--- src/rtl/riscv_pkg.sv ---
// Shared core package: data-memory op encoding, access FSM states and
// lane-steering helpers used by dm_access_unit and dm_load_extend.
package riscv_pkg;

  typedef enum logic [2:0] {
    MemB  = 3'b000,
    MemH  = 3'b001,
    MemW  = 3'b010,
    MemBU = 3'b100,
    MemHU = 3'b101
  } mem_op_e;

  typedef enum logic [1:0] {
    IDLE = 2'd0,
    REQ  = 2'd1,
    RESP = 2'd2
  } dm_state_e;

  // Unused codes (011/110/111) behave as full-word accesses.
  function automatic mem_op_e dm_norm_op(input logic [2:0] code);
    case (code)
      3'b000:  return MemB;
      3'b001:  return MemH;
      3'b100:  return MemBU;
      3'b101:  return MemHU;
      default: return MemW;
    endcase
  endfunction

  // Byte strobes for a store; halfwords pick the half addressed by addr[1].
  function automatic logic [3:0] dm_wstrb(input mem_op_e op, input logic [1:0] addr_lo);
    case (op)
      MemB, MemBU: return 4'b0001 << addr_lo;
      MemH, MemHU: return 4'b0011 << {addr_lo[1], 1'b0};
      default:     return 4'b1111;
    endcase
  endfunction

  // Replicate the LSB-justified store data onto every lane it may occupy.
  function automatic logic [31:0] dm_wdata(input mem_op_e op, input logic [31:0] data);
    case (op)
      MemB, MemBU: return {4{data[7:0]}};
      MemH, MemHU: return {2{data[15:0]}};
      default:     return data;
    endcase
  endfunction

  // Natural-alignment check for halfword and word accesses.
  function automatic logic dm_misaligned(input mem_op_e op, input logic [1:0] addr_lo);
    case (op)
      MemH, MemHU: return addr_lo[0];
      MemW:        return addr_lo != 2'b00;
      default:     return 1'b0;
    endcase
  endfunction

endpackage

--- src/rtl/dm_access_unit_load_extend.sv ---
// dm_load_extend: picks the addressed byte/half out of a raw bus word and
// sign- or zero-extends it to 32 bits. Purely combinational.
module dm_load_extend
  import riscv_pkg::*;
(
  input  logic [2:0]  i_op,
  input  logic [1:0]  i_addr_lo,
  input  logic [31:0] i_word,
  output logic [31:0] o_data
);

  logic [7:0]  byte_sel;
  logic [15:0] half_sel;

  // Lane select followed by extension chosen by the op code.
  always_comb begin
    case (i_addr_lo)
      2'd0:    byte_sel = i_word[7:0];
      2'd1:    byte_sel = i_word[15:8];
      2'd2:    byte_sel = i_word[23:16];
      default: byte_sel = i_word[31:24];
    endcase
    half_sel = i_addr_lo[1] ? i_word[31:16] : i_word[15:0];
    case (dm_norm_op(i_op))
      MemB:    o_data = {{24{byte_sel[7]}}, byte_sel};
      MemBU:   o_data = {24'd0, byte_sel};
      MemH:    o_data = {{16{half_sel[15]}}, half_sel};
      MemHU:   o_data = {16'd0, half_sel};
      default: o_data = i_word;
    endcase
  end

endmodule

--- src/rtl/dm_access_unit.sv ---
// dm_access_unit: single-outstanding data-memory access engine between the
// execute unit and a valid/ready request/response memory bus. Handles store
// lane steering, load extension and an optional access timeout.
// Optional feature: define DM_MISALIGN_TRAP_EN to fault misaligned H/HU/W
// accesses in IDLE instead of issuing them to the bus.
module dm_access_unit
  import riscv_pkg::*;
#(
  parameter int unsigned TIMEOUT = 255
) (
  input  logic        i_clk,
  input  logic        i_rst,
  input  logic        i_eu_dm_req,
  input  logic        i_eu_dm_wvalid,
  input  logic [2:0]  i_eu_dm_op_data,
  input  logic [31:0] i_eu_dm_addr,
  input  logic [31:0] i_eu_dm_wdata,
  output logic        o_eu_dm_busy,
  output logic        o_eu_dm_done,
  output logic [31:0] o_eu_dm_rdata,
  output logic        o_eu_dm_fault,
  output logic        o_bus_avalid,
  input  logic        i_bus_aready,
  output logic [31:0] o_bus_addr,
  output logic        o_bus_write,
  output logic [31:0] o_bus_wdata,
  output logic [3:0]  o_bus_wstrb,
  input  logic        i_bus_bvalid,
  input  logic [31:0] i_bus_rdata,
  output logic        o_bus_bready
);

  dm_state_e   state_q, state_d;
  logic        wvalid_q, wvalid_d;
  mem_op_e     op_q, op_d;
  logic [31:0] addr_q, addr_d;
  logic [31:0] wdata_q, wdata_d;
  logic [31:0] rdata_q, rdata_d;
  logic [31:0] cnt_q, cnt_d;
  logic        done_q, done_d;
  logic        fault_q, fault_d;

  logic [31:0] load_ext;
  logic        timeout_hit;
  logic        misalign;

  dm_load_extend u_load_extend (
    .i_op      (op_q),
    .i_addr_lo (addr_q[1:0]),
    .i_word    (i_bus_rdata),
    .o_data    (load_ext)
  );

`ifdef DM_MISALIGN_TRAP_EN
  assign misalign = dm_misaligned(dm_norm_op(i_eu_dm_op_data), i_eu_dm_addr[1:0]);
`else
  assign misalign = 1'b0;
`endif

  // The count reaches TIMEOUT on the edge ending this cycle.
  generate
    if (TIMEOUT != 0) begin : g_timeout
      assign timeout_hit = (cnt_q + 32'd1) == TIMEOUT;
    end else begin : g_no_timeout
      assign timeout_hit = 1'b0;
    end
  endgenerate

  // State and datapath registers; reset drops any access in flight.
  always_ff @(posedge i_clk or posedge i_rst) begin
    if (i_rst) begin
      state_q  <= IDLE;
      wvalid_q <= 1'b0;
      op_q     <= MemB;
      addr_q   <= 32'd0;
      wdata_q  <= 32'd0;
      rdata_q  <= 32'd0;
      cnt_q    <= 32'd0;
      done_q   <= 1'b0;
      fault_q  <= 1'b0;
    end else begin
      state_q  <= state_d;
      wvalid_q <= wvalid_d;
      op_q     <= op_d;
      addr_q   <= addr_d;
      wdata_q  <= wdata_d;
      rdata_q  <= rdata_d;
      cnt_q    <= cnt_d;
      done_q   <= done_d;
      fault_q  <= fault_d;
    end
  end

  // Next-state logic: accept, handshake, complete or abort.
  always_comb begin
    state_d  = state_q;
    wvalid_d = wvalid_q;
    op_d     = op_q;
    addr_d   = addr_q;
    wdata_d  = wdata_q;
    rdata_d  = rdata_q;
    cnt_d    = cnt_q;
    done_d   = 1'b0;
    fault_d  = 1'b0;
    case (state_q)
      IDLE: begin
        if (i_eu_dm_req) begin
          if (misalign) begin
            fault_d = 1'b1;
          end else begin
            wvalid_d = i_eu_dm_wvalid;
            op_d     = dm_norm_op(i_eu_dm_op_data);
            addr_d   = i_eu_dm_addr;
            wdata_d  = i_eu_dm_wdata;
            cnt_d    = 32'd0;
            state_d  = REQ;
          end
        end
      end
      REQ: begin
        cnt_d = cnt_q + 32'd1;
        if (timeout_hit) begin
          fault_d = 1'b1;
          state_d = IDLE;
        end else if (i_bus_aready) begin
          state_d = RESP;
        end
      end
      RESP: begin
        cnt_d = cnt_q + 32'd1;
        // A response in the timeout cycle still completes the access.
        if (i_bus_bvalid) begin
          done_d  = 1'b1;
          state_d = IDLE;
          if (!wvalid_q) begin
            rdata_d = load_ext;
          end
        end else if (timeout_hit) begin
          fault_d = 1'b1;
          state_d = IDLE;
        end
      end
      default: state_d = IDLE;
    endcase
  end

  assign o_eu_dm_busy  = state_q != IDLE;
  assign o_eu_dm_done  = done_q;
  assign o_eu_dm_fault = fault_q;
  assign o_eu_dm_rdata = rdata_q;
  assign o_bus_avalid  = state_q == REQ;
  assign o_bus_bready  = state_q == RESP;
  assign o_bus_addr    = {addr_q[31:2], 2'b00};
  assign o_bus_write   = wvalid_q;
  assign o_bus_wdata   = dm_wdata(op_q, wdata_q);
  assign o_bus_wstrb   = wvalid_q ? dm_wstrb(op_q, addr_q[1:0]) : 4'b0000;

endmodule

--- config.mk ---
export PLATFORM = sky130hd
export DESIGN_NAME = dm_access_unit
export DESIGN_NICKNAME = d
export VERILOG_FILES = /design/src/rtl/riscv_pkg.sv /design/src/rtl/dm_access_unit_load_extend.sv /design/src/rtl/dm_access_unit.sv
export SDC_FILE = /design/constraint.sdc
export NUM_CORES = 1
export LEC_CHECK = 0
export CORE_ASPECT_RATIO = 1.1
export CORE_UTILIZATION = 40
export DETAILED_ROUTE_END_ITERATION = 10
export HOLD_SLACK_MARGIN = 0.03
export PLACE_DENSITY = 0.72
export SLEW_MARGIN = 20
export SYNTH_ARGS = -nofsm -noshare
export SYNTH_HDL_FRONTEND = slang
export SYNTH_SLANG_ARGS = --single-unit
--- constraint.sdc ---
create_clock -name i_clk -period 5.91 [get_ports i_clk]
set_input_delay 0.8865 -clock i_clk [delete_from_list [all_inputs] [get_ports i_clk]]
set_output_delay 0.8865 -clock i_clk [all_outputs]
set_load 0.05 [all_outputs]
==> results.cfg <==
[global_route]
overflow = 0
grt_max_degree = 97
grt_pass1_wl_um = 34100
grt_pass1_vias = 6160
antenna_found_initial = 0
grt_usage = 0.226

[die]
die_w_um = 133
die_y_um = 146
row_count = 52
start_util = 0.410
core_area_sq_um = 18500
dieArea_sq_um = 19500
boundaryPins = 211

[drt]
num_vias = 6528
ant_nets = 0
wl_um = 21500
drt_iter0_markers = 465
wire_per_inst_um = 18.2
drc = 0
dr.pass1.iters = 5
viasPerCell = 5.52

[cts]
htreeDepth = 4
cts_buffers = 17
clock-sinks = 136
cts_root_buf = clkbuf_16
cts-resized-gates = 0
postCtsSetupRepairBufs = 0
cts_tree = yes
path_clk_slew_ns = 0.06
clk_path_buf_depth = 2
hold_buffers = 0
clock_latency_ns = 0.42

[layout]
nFillCells = 1651
final_area_sq_um = 10100
antennaDiodeCount = 0
layout_commonest_cell = clkdlybuf4s50_1
num-nets-final = 1038
fin_util = 0.547
final_cell_mix = clkdlybuf4s50_1 (208), dfrtp_1 (135), o21ai_0 (88)
layout-drive-gt1-share = 0.150
area_growth_pct = 33.6

[worst_setup_path]
cp_slowest_stage_delay_ns = 0.83
setup.worst_path.start_class = register
path_buf_inv = 1
critPathKind = register to output port
crit_required_ns = 5.02
end_kind = output port
crit_slowest_cell = nor2_2
cp.arrival_ns = 3.17
crit-reg2reg-launch = cnt_q[1]$_DFFE_PP0P_
critPathTopFamily = simple AND/OR/NAND/NOR gates
worstPathCellList = nor2_2 -> mux2_2 -> clkdlybuf4s50_1
cp-startpoint = op_q[0]$_DFFE_PP0P_
path_max_fanout = 22

[sta]
slew_headroom = 0.325
finalSetupTns_ns = 0
skew_ns = 0.0114
min_period_ns = 4.05
finalMaxSlewViolations = 0
period_share = 0.686
fmaxAchievable_mhz = 247
rsz0062_at_grt = false
setup_viol = 0
holdWs_ns = 0.497
worst_slew_pin_slew_ns = 1.01
final_hold_viol_count = 0

[job]
drv_cap = 0

[yosys]
synthesis.area_sq_um = 7570
syn_area_per_cell_sq_um = 9.62
syn_inst = 787
ys_ff_latch = 136
synth_top_area_frac = 0.450
synth_cell_types = 64
yosysSeqAreaShare = 0.450
synth_edf_count = 0
async_flop_share = 1.00
synth_area_leaders = dfrtp_1 (45%), mux2_2 (12%), o21ai_0 (5.8%)
ys.warnings.count = 0
synth_top_area_cell = dfrtp_1
synthFlopType = dfrtp_1

[pwr]
p_leak_nw = 4.10
ir_drop_uv = 354
power.density_nw_per_um2 = 643

[placed_design]
gp_congestion = 0.931
hpwlAfterDp_um = 15300
io_buffers = 208
place_area_sq_um = 9500

[min_path]
hold_start = wdata_q[18]$_DFFE_PP0P_
holdCritPathClass = register to register

[outcome]
status = complete, no violations
## registers in the layout (all words and copies together) (netlist names)
name / count
addr_q: 32
cnt_q: 32
o_eu_dm_rdata: 32
wdata_q: 32
op_q: 3
state_q: 2
o_bus_write: 1
o_eu_dm_done: 1
o_eu_dm_fault: 1
## logic make-up (layout without fill, tap and decap cells)
kind of cell | count (synthesis) | count (layout) | synth area share
adder cells (fa/ha/maj) | 5 | 5 | 0.00827
XOR/XNOR | 10 | 10 | 0.0116
AO/OA/AOI/OAI | 187 | 187 | 0.148
flip-flops | 136 | 136 | 0.450
multiplexers | 92 | 92 | 0.137
AND/OR/NAND/NOR | 247 | 247 | 0.168
buffers and inverters | 109 | 261 | 0.0767
other | 1 | 2 | 0.000496
## layout make-up
cell class,instances,area (sq um),share of cell area
multi-input combinational,543,3600,0.356
sequential,136,3400,0.337
timing repair buffer,213,2120,0.210
clock buffer,18,439,0.0434
tap,243,304,0.0301
clock inverter,13,171,0.0170
inverter,17,68.8,0.00681
## final timing paths
kind | to | slack (ns) | cells past startpoint
hold reg to reg | wdata_q[18]$_DFFE_PP0P_ | 0.50 | 1
setup reg to reg | state_q[0]$_DFFE_PP0P_ | 2.57 | 8
hold / removal | wdata_q[18]$_DFFE_PP0P_ | 0.50 | 1
max in group asynchronous | o_eu_dm_rdata[7]$_DFFE_PP0P_ | 3.75 | 3
setup / recovery | o_bus_wdata[15] | 1.86 | 3
min in group asynchronous | addr_q[5]$_DFFE_PP0P_ | 1.04 | 2
## metrics by stage
stage	total power [mW]	cells	worst slack (ns)
final	6.50	1183	1.86
after global routing	6.81	1183	1.78
after floorplan	4.36	788	1.38
after global placement	5.37	1152	1.98
after CTS	6.54	1183	1.85
after detailed placement	5.42	1152	2.33
## per-layer routing
layer | vias up | GRT usage | part of all wire
met5 | - | 0 | 0
met4 | 0 | 0.0903 | 0.027
met3 | 36 | 0.0431 | 0.057
met2 | 255 | 0.372 | 0.49
met1 | 3162 | 0.293 | 0.42
li1 | 3075 | - | -
## report_power, final
group | internal, mW | total [mW] | switching (mW)
sequential | 1.30 | 1.62 | 0.316
clock | 0.678 | 1.10 | 0.417
combinational | 1.35 | 3.79 | 2.44
## Yosys cell counts (8+ instances only)
cell	instances
o21ai_0	88
buf_4	40
buf_2	11
nand4_1	19
nand2_1	73
clkbuf_1	33
nor3_1	11
nand3_1	17
nor2_1	68
nor2b_1	8
inv_1	17
a221oi_1	9
mux2i_1	8
a21oi_1	44
dfrtp_1	136
mux2_2	83
No activity file was read; power rests on OpenSTA's default activity.
